===== config.mk =====
export PLATFORM = sky130hd
export DESIGN_NAME = rr_mux_arbiter
export DESIGN_NICKNAME = d
export VERILOG_FILES = /design/src/rtl/rr_mux_arbiter.sv
export SDC_FILE = /design/constraint.sdc
export NUM_CORES = 1
export LEC_CHECK = 0
export BUFFER_PORTS_ARGS = -buffer_cell sky130_fd_sc_hd__buf_4
export CELL_PAD_IN_SITES_DETAIL_PLACEMENT = 0
export CELL_PAD_IN_SITES_GLOBAL_PLACEMENT = 2
export CORE_UTILIZATION = 33
export DETAILED_ROUTE_END_ITERATION = 8
export GPL_ROUTABILITY_DRIVEN = 0
export HOLD_SLACK_MARGIN = 0.08
export PLACE_DENSITY_LB_ADDON = 0.08
export SYNTH_ARGS = -nofsm -noshare
export SYNTH_HDL_FRONTEND = slang
export SYNTH_SLANG_ARGS = --single-unit
export TNS_END_PERCENT = 5

===== constraint.sdc =====
create_clock -name clk -period 3.6 [get_ports clk]
set_input_delay 0.36 -clock clk [delete_from_list [all_inputs] [get_ports clk]]
set_output_delay 0.36 -clock clk [all_outputs]
set_load 0.02 [all_outputs]

===== src/rtl/rr_mux_arbiter.sv =====
// rr_mux_arbiter: round-robin arbiter that drives a shared output mux.
// An idle cycle always separates two grants. Each grant lasts until one of:
//   - a transfer carries last,
//   - MAX_HOLD transfers have completed,
//   - the granted requester drops its request.
// Ports:
//   clk, rst_n       clock, asynchronous active-low reset
//   req, last        per-requester valid and end-of-burst flag
//   inp              requester data, slice i = inp[i*DATA_W +: DATA_W]
//   out_ready        downstream ready
//   gnt, sel         registered one-hot grant and its index
//   out_valid, out   downstream valid and muxed data (zero when not valid)
//   busy             high while a grant is held

// One mux lane: forwards its data only when enabled, so the output is an OR of lanes.
module rr_mux_lane #(
  parameter int DATA_W = 1
) (
  input  logic              en_i,
  input  logic [DATA_W-1:0] d_i,
  output logic [DATA_W-1:0] q_o
);
  assign q_o = en_i ? d_i : '0;
endmodule

module rr_mux_arbiter #(
  parameter int NUM_REQ  = 4,
  parameter int SEL_NUM  = $clog2(NUM_REQ),
  parameter int DATA_W   = 1,
  parameter int MAX_HOLD = 8
) (
  input  logic                      clk,
  input  logic                      rst_n,
  input  logic [NUM_REQ-1:0]        req,
  input  logic [NUM_REQ-1:0]        last,
  input  logic [NUM_REQ*DATA_W-1:0] inp,
  input  logic                      out_ready,
  output logic [NUM_REQ-1:0]        gnt,
  output logic [SEL_NUM-1:0]        sel,
  output logic                      out_valid,
  output logic [DATA_W-1:0]         out,
  output logic                      busy
);
  localparam int CNT_W = $clog2(MAX_HOLD+1);

  typedef enum logic {IDLE, GRANT} state_e;

  state_e               state_q, state_d;
  logic [NUM_REQ-1:0]   gnt_q, gnt_d;
  logic [SEL_NUM-1:0]   sel_q, sel_d;
  logic [SEL_NUM-1:0]   ptr_q, ptr_d;
  logic [CNT_W-1:0]     cnt_q, cnt_d;
  logic [SEL_NUM-1:0]   pick, pick_hi, pick_lo;
  logic                 hit_hi;
  logic                 xfer, rel;
  logic [NUM_REQ-1:0][DATA_W-1:0] lane_q;

  // Rotating priority starting at ptr.
  // pick_hi is the lowest requester at or above ptr.
  // pick_lo is the lowest requester overall and is used when the scan wraps.
  always_comb begin
    pick_hi = '0;
    pick_lo = '0;
    hit_hi  = 1'b0;
    for (int i = NUM_REQ-1; i >= 0; i--) begin
      if (req[i]) pick_lo = SEL_NUM'(i);
      if (req[i] && (SEL_NUM'(i) >= ptr_q)) begin
        pick_hi = SEL_NUM'(i);
        hit_hi  = 1'b1;
      end
    end
    pick = hit_hi ? pick_hi : pick_lo;
  end

  assign out_valid = (state_q == GRANT) && req[sel_q];
  assign xfer      = out_valid && out_ready;
  // A dropped request releases even though no transfer happens in that cycle.
  assign rel       = (xfer && (last[sel_q] || ((cnt_q + CNT_W'(1)) == CNT_W'(MAX_HOLD))))
                   || !req[sel_q];

  always_comb begin
    state_d = state_q;
    gnt_d   = gnt_q;
    sel_d   = sel_q;
    ptr_d   = ptr_q;
    cnt_d   = cnt_q;
    case (state_q)
      IDLE: begin
        gnt_d = '0;
        if (|req) begin
          state_d = GRANT;
          gnt_d   = NUM_REQ'(1) << pick;
          sel_d   = pick;
        end
      end
      GRANT: begin
        if (rel) begin
          state_d = IDLE;
          gnt_d   = '0;
          cnt_d   = '0;
          ptr_d   = (sel_q == SEL_NUM'(NUM_REQ-1)) ? '0 : sel_q + 1'b1;
        end else if (xfer) begin
          cnt_d = cnt_q + 1'b1;
        end
      end
      default: state_d = IDLE;
    endcase
  end

  always_ff @(posedge clk or negedge rst_n) begin
    if (!rst_n) begin
      state_q <= IDLE;
      gnt_q   <= '0;
      sel_q   <= '0;
      ptr_q   <= '0;
      cnt_q   <= '0;
    end else begin
      state_q <= state_d;
      gnt_q   <= gnt_d;
      sel_q   <= sel_d;
      ptr_q   <= ptr_d;
      cnt_q   <= cnt_d;
    end
  end

  // gnt_q is one-hot in GRANT and zero otherwise, so at most one lane is enabled.
  for (genvar g = 0; g < NUM_REQ; g++) begin : g_lane
    rr_mux_lane #(.DATA_W(DATA_W)) u_lane (
      .en_i (gnt_q[g] & out_valid),
      .d_i  (inp[g*DATA_W +: DATA_W]),
      .q_o  (lane_q[g])
    );
  end

  always_comb begin
    out = '0;
    for (int i = 0; i < NUM_REQ; i++) out = out | lane_q[i];
  end

  assign gnt  = gnt_q;
  assign sel  = sel_q;
  assign busy = (state_q == GRANT);
endmodule


==> results.sh, run 1 <==
export IMPL_run_status="finished, final reports clean"
export IMPL_syn_inst=87
export IMPL_ios=24
export IMPL_final_util=0.448
export IMPL_power_leakage_uw=0.000476
export IMPL_dieArea_sq_mm=0.00285
export IMPL_start_util=0.352
export IMPL_tightestPinTransition_ps=553
export IMPL_synthTopCellsByArea="dfrtp_1 37%, mux4_2 5.2%, a21oi_1 3.4%, a22o_1 3.0%, o2bb2ai_1 3.0%"
export IMPL_cts_setup_buffers=0
export IMPL_clk_path_buf_depth=2
export IMPL_grt_first_pass_wirelength_microns=3380
export IMPL_grt_setup_unrepaired="no"
export IMPL_clock_fmax_mhz=461
export IMPL_groute_layer_met1_usage=0.217
export IMPL_dp_hpwl_microns=1650
export IMPL_cts_sinks=13
export IMPL_grtUsageMet3=0.0517
export IMPL_synth_mux_area_frac=0.0891
export IMPL_r2r_start="sel[0]"
export IMPL_rows=18
export IMPL_synthAdderAreaFrac=0.0287
export IMPL_yosysUniqueCellTypes=39
export IMPL_grt_pass1_vias=718
export IMPL_grt_ovfl_total=0
export IMPL_antenna_found_initial=0
export IMPL_hold_start="out_ready"
export IMPL_reg2reg_depth=4
export IMPL_power_density_mw_per_mm2=770
export IMPL_insertion_delay_ps=270
export IMPL_setup_violations_final=0
export IMPL_ys_ff_latch=13
export IMPL_busiest_layer="met2"
export IMPL_insertedDiodeCount=0
export IMPL_worst_clock_skew_ps=0.980
export IMPL_hold_end="ptr_q[1]"
export IMPL_dr_pass1_iters=4
export IMPL_cts_root_buf="clkbuf_4"
export IMPL_synth_top_area_frac=0.374
export IMPL_slew_violations=0
export IMPL_avgSynthCellArea_sq_um=10.0
export IMPL_port_buffers=23
export IMPL_cp_arrival_ps=1810
export IMPL_rr_endpoint="cnt_q[0]"
export IMPL_clk_pin_slew_ps=80
export IMPL_coreArea_sq_mm=0.00248
export IMPL_grt_usage=0.170
export IMPL_grt_max_degree=14
export IMPL_cts_made_buffers=3
export IMPL_yosys_warnings=0
export IMPL_max_slew_margin=0.626
export IMPL_nets=131
export IMPL_syn_area_sq_um=871
export IMPL_period_minus_slack_ps=2170
export IMPL_cp_required_ps=3240
export IMPL_detail_route_antenna_nets=0
export IMPL_totalWireLength_microns=2120
export IMPL_synth_fp_nets=104
export IMPL_synth_xor_area_share=0
export IMPL_cts_tree="done"
export IMPL_met2_usage=0.283
export IMPL_hold_violations=0
export IMPL_synth_compound_gate_area_share=0.273
export IMPL_h_tree_depth=1
export IMPL_syn_to_final_growth_pct=27.4
export IMPL_synth_area_leader_cell="dfrtp_1"
export IMPL_ys_seq_area_frac=0.374
export IMPL_vias=814
export IMPL_hold_depth=3
export IMPL_cp_max_fo=9
export IMPL_drt_iter0_markers=9
export IMPL_die_h_microns=53.4
export IMPL_synth_simple_area_share=0.203
export IMPL_post_route_period_util=0.602
export IMPL_ir_drop_mv=0.353
export IMPL_fillerInstances=243
export IMPL_die_w_microns=53.4
export IMPL_timing_setup_tns_ps=0
export IMPL_route_detailed_drc=0
export IMPL_path_class="reg -> out"
export IMPL_crit_path_end_kind="output port"
export IMPL_drive_gt1_frac=0.327
export IMPL_wire_per_inst_microns=14.8
export IMPL_vias_per_cell=5.69
export IMPL_cp_start_kind="flip-flop"
export IMPL_synth_top_family_by_area="compound AO/OA/AOI/OAI gates"
export IMPL_reg2reg_slack_ps=1800
export IMPL_maxCapViolations=0
export IMPL_hp_class="in -> reg"
[state kept, by name, summed over array words and instances, names as in the netlist]
register	flops
sel	2
busy	1
cnt_q	4
gnt	4
ptr_q	2
[timing repair]
item	4_1_cts	5_1_grt
hold endpoints to repair	13	0
resized for setup	0	0
endpoints found under the setup margin	0	0
hold buffers	1	0
[per-stage QoR]
| step | instances | worst slack (ps) | power, uW | hold slack [ps] | instance area (sq um) |
|---|---|---|---|---|---|
| floorplan | 87 | 1760 | 611 | 64.4 | 871 |
| detailed placement | 138 | 1720 | 773 | 218 | 1070 |
| CTS | 143 | 1400 | 865 | 414 | 1110 |
| finish | 143 | 1430 | 855 | 421 | 1110 |
| global placement | 138 | 1740 | 773 | 216 | 1070 |
| global route | 143 | 1320 | 930 | 421 | 1110 |
[cells in the final DEF (no fill, tap or decap), types with 3 or more instances in the layout]
master,netlist,routed
clkbuf_4,0,3
nand2_1,5,5
o21ai_0,4,4
nand3_1,5,5
buf_4,0,23
a21oi_1,6,6
o2bb2ai_1,3,3
dfrtp_1,13,13
a22o_1,3,3
nor2b_1,3,3
inv_1,4,4
[synth_stat cells]
| cell type | instances |
|---|---|
| nor4b_1 | 2 |
| dfrtp_1 | 13 |
| nor4_1 | 2 |
| ha_1 | 2 |
| nor2b_1 | 3 |
| a21oi_1 | 6 |
| inv_4 | 1 |
| a211oi_4 | 1 |
| mux2_2 | 2 |
| a22oi_1 | 2 |
| a2111oi_2 | 1 |
| nor2_1 | 2 |
| nand2_1 | 5 |
| or2_2 | 1 |
| nand2b_1 | 2 |
| nor4_2 | 1 |
| a211oi_1 | 1 |
| o31ai_1 | 1 |
| a21o_1 | 1 |
| nand4_1 | 2 |
| o2111ai_1 | 1 |
| nor3b_1 | 1 |
| clkbuf_1 | 2 |
| a211o_1 | 1 |
| nand3b_1 | 1 |
| mux4_2 | 2 |
| or3_1 | 1 |
| a311oi_1 | 2 |
| a21bo_2 | 1 |
| a22o_1 | 3 |
| inv_1 | 4 |
| a311o_1 | 1 |
| a21boi_0 | 1 |
| nand2_2 | 1 |
| nand3_1 | 5 |
| nor3_1 | 1 |
| o2bb2ai_1 | 3 |
| mux2i_1 | 1 |
| o21ai_0 | 4 |
[critical path, stage by stage, from the launching register on]
cell and delay, ps:
dfrtp_1 490, mux4_2 680, nand2_2 160, a21oi_1 50, buf_4 160
[cells by family (layout without fill, tap and decap cells)]
logic type	after synthesis	count (layout)
AO/OA/AOI/OAI	30	30
adder cells (fa/ha/maj)	2	2
buffers and inverters	7	33
flip-flops	13	13
multiplexers	5	5
AND/OR/NAND/NOR	30	30
[worst max path at each step]
stage	slack, ps	depth (start not counted)	from	end
floorplan	1760	3	sel[0]	out
global placement	1740	4	sel[0]	out
detailed placement	1720	4	sel[0]	out
CTS	1400	4	sel[0]	out
global route	1320	4	sel[0]	out
finish	1430	4	sel[0]	out
[power by group]
part           internal, uW  leakage (uW)  switching, uW  total, uW
Sequential              204      0.000167           96.5        301
Combinational           216      0.000294            248        464
Clock                  42.9     0.0000150           46.8       89.6
[per-layer routing]
layer  share of wire  vias to the layer above  routed length [microns]
li1                -                      397                        -
met1            0.45                      403                      965
met2            0.51                       12                     1090
met3           0.026                        2                       55
met4          0.0057                        0                       12
met5               0                        -                        0
[layout make-up]
| class | count | area, sq um | share of cell area |
|---|---|---|---|
| Clock buffer | 4 | 26.3 | 0.0237 |
| Tap cell | 30 | 37.5 | 0.0338 |
| Timing Repair Buffer | 24 | 183 | 0.165 |
| Inverter | 5 | 21.3 | 0.0192 |
| Sequential cell | 13 | 325 | 0.293 |
| Multi-Input combinational cell | 67 | 517 | 0.466 |
(Power assumes the default switching activity.)
==> run 2: changes to the inputs <==
--- a/config.mk
+++ b/config.mk
@@ -8,7 +8,7 @@
 export BUFFER_PORTS_ARGS = -buffer_cell sky130_fd_sc_hd__buf_4
 export CELL_PAD_IN_SITES_DETAIL_PLACEMENT = 0
 export CELL_PAD_IN_SITES_GLOBAL_PLACEMENT = 2
-export CORE_UTILIZATION = 33
+export CORE_UTILIZATION = 30
 export DETAILED_ROUTE_END_ITERATION = 8
 export GPL_ROUTABILITY_DRIVEN = 0
 export HOLD_SLACK_MARGIN = 0.08
==> constraint.sdc (replaced) <==
create_clock -name clk -period 2.2 [get_ports clk]
set_input_delay 0.22 -clock clk [delete_from_list [all_inputs] [get_ports clk]]
set_output_delay 0.22 -clock clk [all_outputs]
set_load 0.02 [all_outputs]
==> run 2 against run 1 <==
  * Cell area increased by 0.23%
  * Die area increased by 9.6%
  * Power increased by 64%
  * Utilization decreased by 4.5 points
  * Critical endpoint unchanged
==> results.sh, run 2 (same netlist as run 1, synthesis figures left out) <==
export IMPL_ios=24
export IMPL_max_slew_margin=0.643
export IMPL_final_cell_mix="23 x buf_4, 13 x dfrtp_1, 6 x a21oi_1"
export IMPL_grt_max_degree=14
export IMPL_vias=794
export IMPL_finalNonFillerCells=144
export IMPL_totalWireLength_microns=2170
export IMPL_port_buffers=23
export IMPL_setup_violations_final=0
export IMPL_grt_setup_unrepaired="no"
export IMPL_grt_first_pass_wirelength_microns=3720
export IMPL_h_tree_depth=1
export IMPL_timing_setup_tns_ps=0
export IMPL_ir_drop_mv=0.618
export IMPL_slew_violations=0
export IMPL_die_w_microns=55.9
export IMPL_grt_ovfl_total=0
export IMPL_dieArea_sq_mm=0.00312
export IMPL_rows=19
export IMPL_dpl_cell_count=139
export IMPL_worst_clock_skew_ps=4.40
export IMPL_nets=131
export IMPL_power_leakage_uw=0.000479
export IMPL_dr_pass1_iters=4
export IMPL_cts_root_buf="clkbuf_4"
export IMPL_ctsResizeCount=0
export IMPL_maxCapViolations=0
export IMPL_cts_sinks=13
export IMPL_crit_path_end_kind="output port"
export IMPL_post_route_period_util=0.936
export IMPL_cts_made_buffers=3
export IMPL_route_detailed_drc=0
export IMPL_tightestPinTransition_ps=528
export IMPL_cp_max_fo=9
export IMPL_vias_per_cell=5.51
export IMPL_coreArea_sq_mm=0.00276
export IMPL_drive_gt1_frac=0.336
export IMPL_cts_hold_buf=1
export IMPL_detail_route_antenna_nets=0
export IMPL_cts_setup_buffers=0
export IMPL_hold_violations=0
export IMPL_grt_pass1_vias=809
export IMPL_insertedDiodeCount=0
export IMPL_wire_per_inst_microns=15.1
export IMPL_period_minus_slack_ps=2060
export IMPL_final_util=0.403
export IMPL_antenna_found_initial=0
export IMPL_cp_required_ps=1980
export IMPL_insertion_delay_ps=270
export IMPL_run_status="finished, final reports clean"
export IMPL_dp_hpwl_microns=1720
export IMPL_reg2reg_depth=4
export IMPL_die_h_microns=55.9
export IMPL_clk_path_buf_depth=2
export IMPL_fillerInstances=284
export IMPL_cp_arrival_ps=1840
export IMPL_clk_pin_slew_ps=80
export IMPL_syn_to_final_growth_pct=27.7
export IMPL_layout_commonest_cell="buf_4"
export IMPL_multi_input_area_sq_um=517
export IMPL_start_util=0.316
export IMPL_cts_tree="done"
export IMPL_seq_area_sq_um=325
export IMPL_path_class="reg -> out"
export IMPL_hp_class="in -> async"
export IMPL_clock_fmax_mhz=486
export IMPL_grt_usage=0.156
export IMPL_cp_start_kind="flip-flop"
export IMPL_hold_ws_ps=307
export IMPL_drt_iter0_markers=16
export IMPL_power_density_mw_per_mm2=1260
## run 2: through the flow
stage                     total power, uW  setup slack [ps]  cell area (sq um)
after floorplan                      1000               410                871
after global placement               1260               451               1070
after detailed placement             1260               398               1070
after CTS                            1420               122               1110
after global routing                 1540              28.8               1110
final                                1400               141               1110
## run 2: worst max-delay path: stages, from the launching register on
cell     delay [ps]
dfrtp_1         510
mux4_2          680
nand2_2         170
a21oi_1          50
buf_4           160
## run 2: path summary, 6_finish.rpt
| check | slack (ps) | to | startpoint |
|---|---|---|---|
| max in group asynchronous | 1720 | sel[0] | rst_n |
| worst min register to register | 540 | gnt[0] | gnt[0] |
| worst max-delay path | 140 | out | sel[0] |
| worst max register to register | 390 | cnt_q[0] | sel[0] |
| min in group clk | 310 | ptr_q[1] | out_ready |
| worst min-delay path | 310 | cnt_q[1] | rst_n |
## run 2: cell type report
type                            count  area share
Multi-Input combinational cell     67       0.465
Clock inverter                      1     0.00450
Inverter                            5      0.0191
Clock buffer                        3      0.0202
Sequential cell                    13       0.292
Tap cell                           31      0.0349
Timing Repair Buffer               24       0.164
## run 2: where the power goes
part           internal, uW  total [uW]  switching [uW]
Sequential              334         496             163
Combinational           353         760             407
Clock                  67.3         147            79.5
Total                   754        1400             649
## run 2: per-layer routing
metal	wire, microns	up-vias	track usage
met4	22	0	0.0627
met2	1100	14	0.272
met3	82	2	0.0326
li1	-	396	-
met1	970	382	0.186
met5	0	-	0
